## config.mk

```make
export PLATFORM = sky130hd
export DESIGN_NAME = call_stack
export DESIGN_NICKNAME = d
export VERILOG_FILES = /design/src/rtl/call_stack.sv
export SDC_FILE = /design/constraint.sdc
export NUM_CORES = 1
export LEC_CHECK = 0
export ABC_AREA = 1
export BUFFER_PORTS_ARGS = -buffer_cell sky130_fd_sc_hd__clkbuf_2
export CAP_MARGIN = 20
export CELL_PAD_IN_SITES_DETAIL_PLACEMENT = 0
export CELL_PAD_IN_SITES_GLOBAL_PLACEMENT = 1
export CORE_ASPECT_RATIO = 0.75
export CORE_MARGIN = 1
export CORE_UTILIZATION = 54
export DETAILED_ROUTE_END_ITERATION = 16
export GPL_ROUTABILITY_DRIVEN = 0
export PLACE_DENSITY = 0.86
export SLEW_MARGIN = 20
export SYNTH_ARGS = -nofsm -noshare
export SYNTH_HDL_FRONTEND = slang
export SYNTH_SLANG_ARGS = --single-unit
```

## constraint.sdc

```tcl
create_clock -name clk -period 6.6 [get_ports clk]
set_clock_uncertainty 0.1 [all_clocks]
set_input_delay 1.98 -clock clk [delete_from_list [all_inputs] [get_ports clk]]
set_output_delay 1.98 -clock clk [all_outputs]
set_load 0.05 [all_outputs]
```

## src/rtl/call_stack.sv

```systemverilog
// Return-address stack: pushes PC on call, returns saved PC + 1 on rtrn, supports call+rtrn top replacement.
// Optional circular (overwrite-oldest) behaviour when CALL_STACK_WRAP_EN is defined.

`ifndef POS_EDGE
`define POS_EDGE 1'b1
`endif
`ifndef NEG_EDGE
`define NEG_EDGE 1'b0
`endif

module call_stack #(
    parameter int unsigned addr_width  = 4,
    parameter int unsigned data_width  = 16,
    parameter bit          active_edge = `POS_EDGE
) (
    input  logic                  clk,
    input  logic                  rst,
    input  logic [data_width-1:0] i_PC,
    input  logic                  call,
    input  logic                  rtrn,
    input  logic                  err_clr,
    output logic [data_width-1:0] o_Stack,
    output logic                  o_valid,
    output logic [addr_width:0]   o_depth,
    output logic                  o_full,
    output logic                  o_empty,
    output logic                  o_ovf,
    output logic                  o_unf
);

    localparam int unsigned DEPTH = 2 ** addr_width;
    localparam int unsigned DW    = addr_width + 1;
`ifdef CALL_STACK_WRAP_EN
    localparam bit WRAP = 1'b1;
`else
    localparam bit WRAP = 1'b0;
`endif

    logic [data_width-1:0] mem [DEPTH];
    logic [addr_width-1:0] sp;
    logic [addr_width-1:0] sp_top;
    logic [addr_width:0]   depth;
    logic                  clk_act;
    logic                  full_s;
    logic                  empty_s;
    logic                  pop_en;
    logic                  pop_only;
    logic                  replace;
    logic                  push_en;
    logic                  set_ovf;
    logic                  set_unf;
    logic [addr_width-1:0] wr_addr;

    // Negative-edge instances run off the inverted clock so one register description serves both.
    assign clk_act = active_edge ? clk : ~clk;

    assign sp_top  = sp - addr_width'(1);
    assign full_s  = (depth == DW'(DEPTH));
    assign empty_s = (depth == DW'(0));

    // Operation decode; a call+rtrn on an empty stack degrades to a plain push.
    always_comb begin
        pop_en   = rtrn && !empty_s;
        replace  = call && rtrn && !empty_s;
        pop_only = rtrn && !call && !empty_s;
        push_en  = call && !replace && (!full_s || WRAP);
        set_ovf  = call && !rtrn && full_s;
        set_unf  = rtrn && empty_s;
        wr_addr  = replace ? sp_top : sp;
    end

    // Storage array is deliberately left unreset.
    always_ff @(posedge clk_act) begin
        if (push_en || replace) begin
            mem[wr_addr] <= i_PC;
        end
    end

    always_ff @(posedge clk_act or negedge rst) begin
        if (!rst) begin
            sp      <= '0;
            depth   <= '0;
            o_Stack <= '0;
            o_valid <= 1'b0;
            o_ovf   <= 1'b0;
            o_unf   <= 1'b0;
        end else begin
            o_valid <= pop_en;
            if (pop_en) begin
                o_Stack <= mem[sp_top] + data_width'(1);
            end
            if (push_en) begin
                sp <= sp + addr_width'(1);
            end else if (pop_only) begin
                sp <= sp_top;
            end
            if (push_en && !full_s) begin
                depth <= depth + DW'(1);
            end else if (pop_only) begin
                depth <= depth - DW'(1);
            end
            // A new error wins over a clear on the same edge.
            if (set_ovf) begin
                o_ovf <= 1'b1;
            end else if (err_clr) begin
                o_ovf <= 1'b0;
            end
            if (set_unf) begin
                o_unf <= 1'b1;
            end else if (err_clr) begin
                o_unf <= 1'b0;
            end
        end
    end

    assign o_depth = depth;
    assign o_full  = full_s;
    assign o_empty = empty_s;

endmodule
```

# Yosys cells after proc, flatten, opt, wreduce, memory -nomap -nowiden
# Memory sizes are Yosys's and may differ from the RTL's.
# Cells that the tools add are included.
# totals
register_bits	28
mem_bits_rw	256
in_bits	21
elab_cells	45
mem_count	1
# classes
add_sub_neg	5
eq_ne	1
muxes	10
reduce_logical	22
# mem_list
name	words	word_bits	read_ports	rd_clocked_by_memory_dff	wr	line	rtl
mem	16	16	1	0	1	39	logic [data_width-1:0] mem [DEPTH];
# ops
cell	count
$add 16x1->16 const B	1
$mux 4	3
$logic_and 1x1->1	11
$mux 5	2
$reduce_bool 2->1	4
$add 5x1->5 const B	1
$eq 5x5->1 const B	1
$logic_not 1->1	5
$logic_not 5->1	1
$mux 1	5
$sub 5x1->5 const B	1
$add 4x1->4 const B	1
$sub 4x1->4 const B	1
$logic_or 1x1->1	1

# Depth between registers and ports, before layout
# depth
depth_word	9
ltp_mapped	21
depth_no_buf	17

# Worst setup path before layout
# OpenSTA, ideal clock, no wires.
# synth_path
path_kind	in2reg
start	in rtrn
end	mem mem[0][0], enable pin
setup_ns	0.413
arrival_time_ns	4.011
t_required_ns	6.087
path_slack_ns	2.076
stages	6
cell_sequence	nand2_2 -> inv_2 -> nand2_2 -> o21ai_0 -> nand2_1 -> nor3b_1
# synth_via
elab_chain_len	8
elab_cells_between_ends	9
cone_classes	3 x mux; 6 x reduce/logical
# synth_lines
element	line	rtl
start, declared	20	input logic rtrn,
$logic_and 1x1->1 (*) (2 in a row)	64	replace = call && rtrn && !empty_s;
$logic_not 1->1	66	push_en = call && !replace && (!full_s || WRAP);
$logic_and 1x1->1 (2 in a row)	66	
$logic_or 1x1->1	74	if (push_en || replace) begin
$mux 1	74	
$mux 1 (implied by the code)	75	mem[wr_addr] <= i_PC;
end, declared	39	
# Every way passes the cells marked *; elsewhere a longest branch is shown, timed or not.

# Worst setup path in the final report
# layout_path
start	reg sp[0]
end	reg o_Stack[4]
# layout_via
elab_chain_len	3
# layout_lines
element	line	rtl
start, declared	40	logic [addr_width-1:0] sp;
start signal, assigned	93	sp <= sp + addr_width'(1);
start signal, assigned	95	sp <= sp_top;
$sub 4x1->4	57	assign sp_top = sp - addr_width'(1);
$mem_v2 16x16	n/a	
$add 16x1->16	90	o_Stack <= mem[sp_top] + data_width'(1);
end signal, assigned	90	
end, declared	22	output logic [data_width-1:0] o_Stack,
# Every way passes these cells.
# A chain may end at the register's enable or synchronous reset.

==> impl_metrics.csv <==
group,metric,value,unit
outcome,run_status,"completed",
die,rows,47,
setup_path,cp-end-kind,"flop",
synth,synth_warnings,0,
synth,synth_compound_area_frac,0.0175,
synth,synth.net_count,1148,
setup_path,r2r-start,"sp[0]",
drt,routedWlPerCell,20.1,um
layout,syn2layout_area_growth,9.86,%
setup_path,cp_max_fo,46,
drt,drt_iter0_drc,871,
timing,rsz0062_at_grt,"false",
timing,final.period_utilization,0.694,
run,cap_violations,0,
layout,num_antenna_cells,0,
drt,via_count,8143,
clocking,cts_made_buffers,27,
layout,fin_area,13800,um2
die,core,22500,um2
die,die_area,23900,um2
die,start_util,0.560,
clocking,cts.htree.levels,1,
synth,synth_top_family_by_area,"simple AND/OR/NAND/NOR gates",
clocking,cts.repair.resized,0,
synth,netlist_area,12600,um2
timing,final-setup-viol-count,0,
clocking,root_buffer,"clkbuf_16",
synth,syn_inst,1119,
global_route,grt_pass1_vias,7344,
drt,top_layer_used,"met5",
synth,synth-xor-area-share,0.0125,
synth,ys_seq_elements,284,
clocking,path_clk_slew,0.06,ns
timing,relSlewSlack,0.326,
setup_path,critPathBufInv,5,
setup_path,path_class,"reg -> reg",
synth,muxShareOfSynthArea,0.000896,
drt,dr.pass1.iters,5,
timing,max_freq,0.218,GHz
synth,synth_fa_ha_area_frac,0.00856,
setup_path,slowest_delay,0.75,ns
synth,synth_cell_types,42,
place,dpl-instance-area,12900,um2
timing,tightestPinTransition,1.01,ns
global_route,grt_max_degree,91,
setup_path,cp-start-kind,"flop",
die,io_pins,47,
synth,syn-mean-instance-area,11.2,um2
timing,drv_slew,0,
clocking,ctsLongestPathBuffers,3,
synth,yosysSeqAreaShare,0.667,
drt,via_per_inst,5.56,
setup_path,startpoint,"sp[0]",
setup_path,worst_path_most_repeated_cell,"nand3_1",
setup_path,crit_arrival,4.89,ns
drt,wl_met1,13800,um
drt,wl_met2,12100,um
timing,final.hold.worst_slack,0.377,ns
drt,wl,29400,um
global_route,grt_overflow,0,
drt,drc,0,
setup_path,path_cells,"clkinv_2 -> ha_2 -> inv_2 -> buf_4 -> nand3_1 -> nand3_1 -> nand3_1 -> nand2_1 -> clkinv_2 -> ha_1 -> inv_1 -> nor2_2 -> nand2_4 -> xor2_1 -> o21ai_0",
layout,fin_nets,1178,
place,dp_hpwl,18100,um
timing,fin_tns_setup,0,ns
worst_hold_path,worstHoldStart,"o_Stack[9]",
setup_path,cp_top_family,"buffers and inverters",
setup_path,slowest_stage,"dfrtp_4",
worst_hold_path,hold_class,"reg -> reg",
timing,finalCriticalPeriod,4.58,ns
drt,ant_nets,0,
clocking,cts_tree,"built",
die,chipWidth,178,um
timing,hold_viol_final,0,
place,io_buffers,46,
global_route,antenna_found_initial,0,
die,die_h,134,um
drt,wl_met3,2710,um
global_route,grt_pass1_wl,44000,um
clocking,post_cts_buffers,0,
setup_path,required,6.91,ns
global_route,gr-usage-all-layers,0.253,
clocking,clock_latency,0.55,ns
clocking,clock_sinks,284,
synth,synthSimpleGateAreaFrac,0.238,
clocking,cts_hold_buffers,0,
layout,drive_above_1_share,0.152,
## registers in the layout, indices dropped and copies added, names as in the netlist
signal	flops
mem	256
o_Stack	16
o_depth	5
sp	4
o_ovf	1
o_unf	1
o_valid	1
## per-layer routing
layer,GRT usage,vias up
met5,0.0292,-
met4,0.0654,2
met3,0.0550,56
met2,0.353,350
met1,0.396,3853
li1,-,3882
## Yosys cell counts, drive strengths merged
master / number / share of area
a211oi: 1 / 0.00060
a21oi: 3 / 0.0012
buf: 43 / 0.024
clkbuf: 12 / 0.0047
clkinv: 1 / 0.00040
dfrtp: 28 / 0.056
edfxtp: 256 / 0.61
fa: 1 / 0.0016
ha: 7 / 0.0070
inv: 88 / 0.026
mux2: 1 / 0.00090
nand2: 355 / 0.11
nand3: 226 / 0.10
nor2: 43 / 0.020
nor3: 1 / 0.00040
nor3b: 3 / 0.0018
nor4: 1 / 0.00099
o211ai: 3 / 0.0018
o21ai: 24 / 0.0096
o221ai: 3 / 0.0021
o22ai: 2 / 0.00099
o31ai: 1 / 0.00060
o32ai: 1 / 0.00070
xnor2: 2 / 0.0020
xor2: 13 / 0.011
## per-stage QoR
step	instances	worst slack (ns)	utilization
after global placement	1414	1.73	0.576
after CTS	1464	2.01	0.615
after floorplan	1119	2.08	-
after global routing	1464	1.67	0.615
final	1464	2.02	0.615
after detailed placement	1414	1.60	0.576
## cells in the final DEF, fill, tap and decap left out, types with 2 or more instances in the layout
master     Yosys  final
xor2_1        12     12
inv_1         81     80
nor2_4         6      6
nor3b_2        0      3
o221ai_1       3      3
nand3_1      198    198
o211ai_1       3      3
o21ai_0       23     23
clkbuf_2       0     46
bufinv_16      0      3
o22ai_1        2      2
nand3_2       27     27
nand2_4        9      9
nor2_2         5     17
clkinv_1       0     13
a21oi_1        3      3
inv_2          7      7
nor2_8         2      2
clkinv_2       1      4
nand2_1      339    339
clkbuf_16      0     27
nand2_2        7      7
clkbuf_1      10      3
nor2_1        30     18
edfxtp_1     256    256
buf_4         12     10
dfrtp_1       28     27
ha_1           7      6
## cell families (layout without fill, tap and decap cells)
family / Yosys count / after routing
simple gates: 629 / 629
compound gates: 38 / 38
buf+inv: 144 / 195
xor+xnor: 15 / 15
mux: 1 / 1
fa+ha+maj: 8 / 8
flops: 284 / 284
## final timing paths
check | to | slack, ns | cells after the start
worst max-delay path | o_Stack[4] | 2.02 | 15
worst min-delay path | o_Stack[9] | 0.38 | 2
worst max register to register | o_Stack[4] | 2.02 | 15
worst min register to register | o_Stack[9] | 0.38 | 2
max in group asynchronous | sp[0] | 4.52 | 1
min in group asynchronous | o_Stack[3] | 1.36 | 1
## worst register-to-register path: cells and delay by family (launching register included)
family          cells  cell delay, ns
flops               1            0.75
fa+ha+maj           2            0.74
simple gates        6            0.66
xor+xnor            1            0.18
buf+inv             5            1.92
compound gates      1            0.10
## final cells by class
cell class              instances  area [um2]
fillers                      1778        8650
flip-flops and latches        284        8390
multi-input cells             691        3550
clock buffers                  30         687
well taps                     294         368
inverters                      89         337
repair buffers                 56         305
clock inverters                20         176
Power is left out: the tool's default activity adds up to more than one toggle a clock period on the data nets, which glitch-free logic cannot reach.
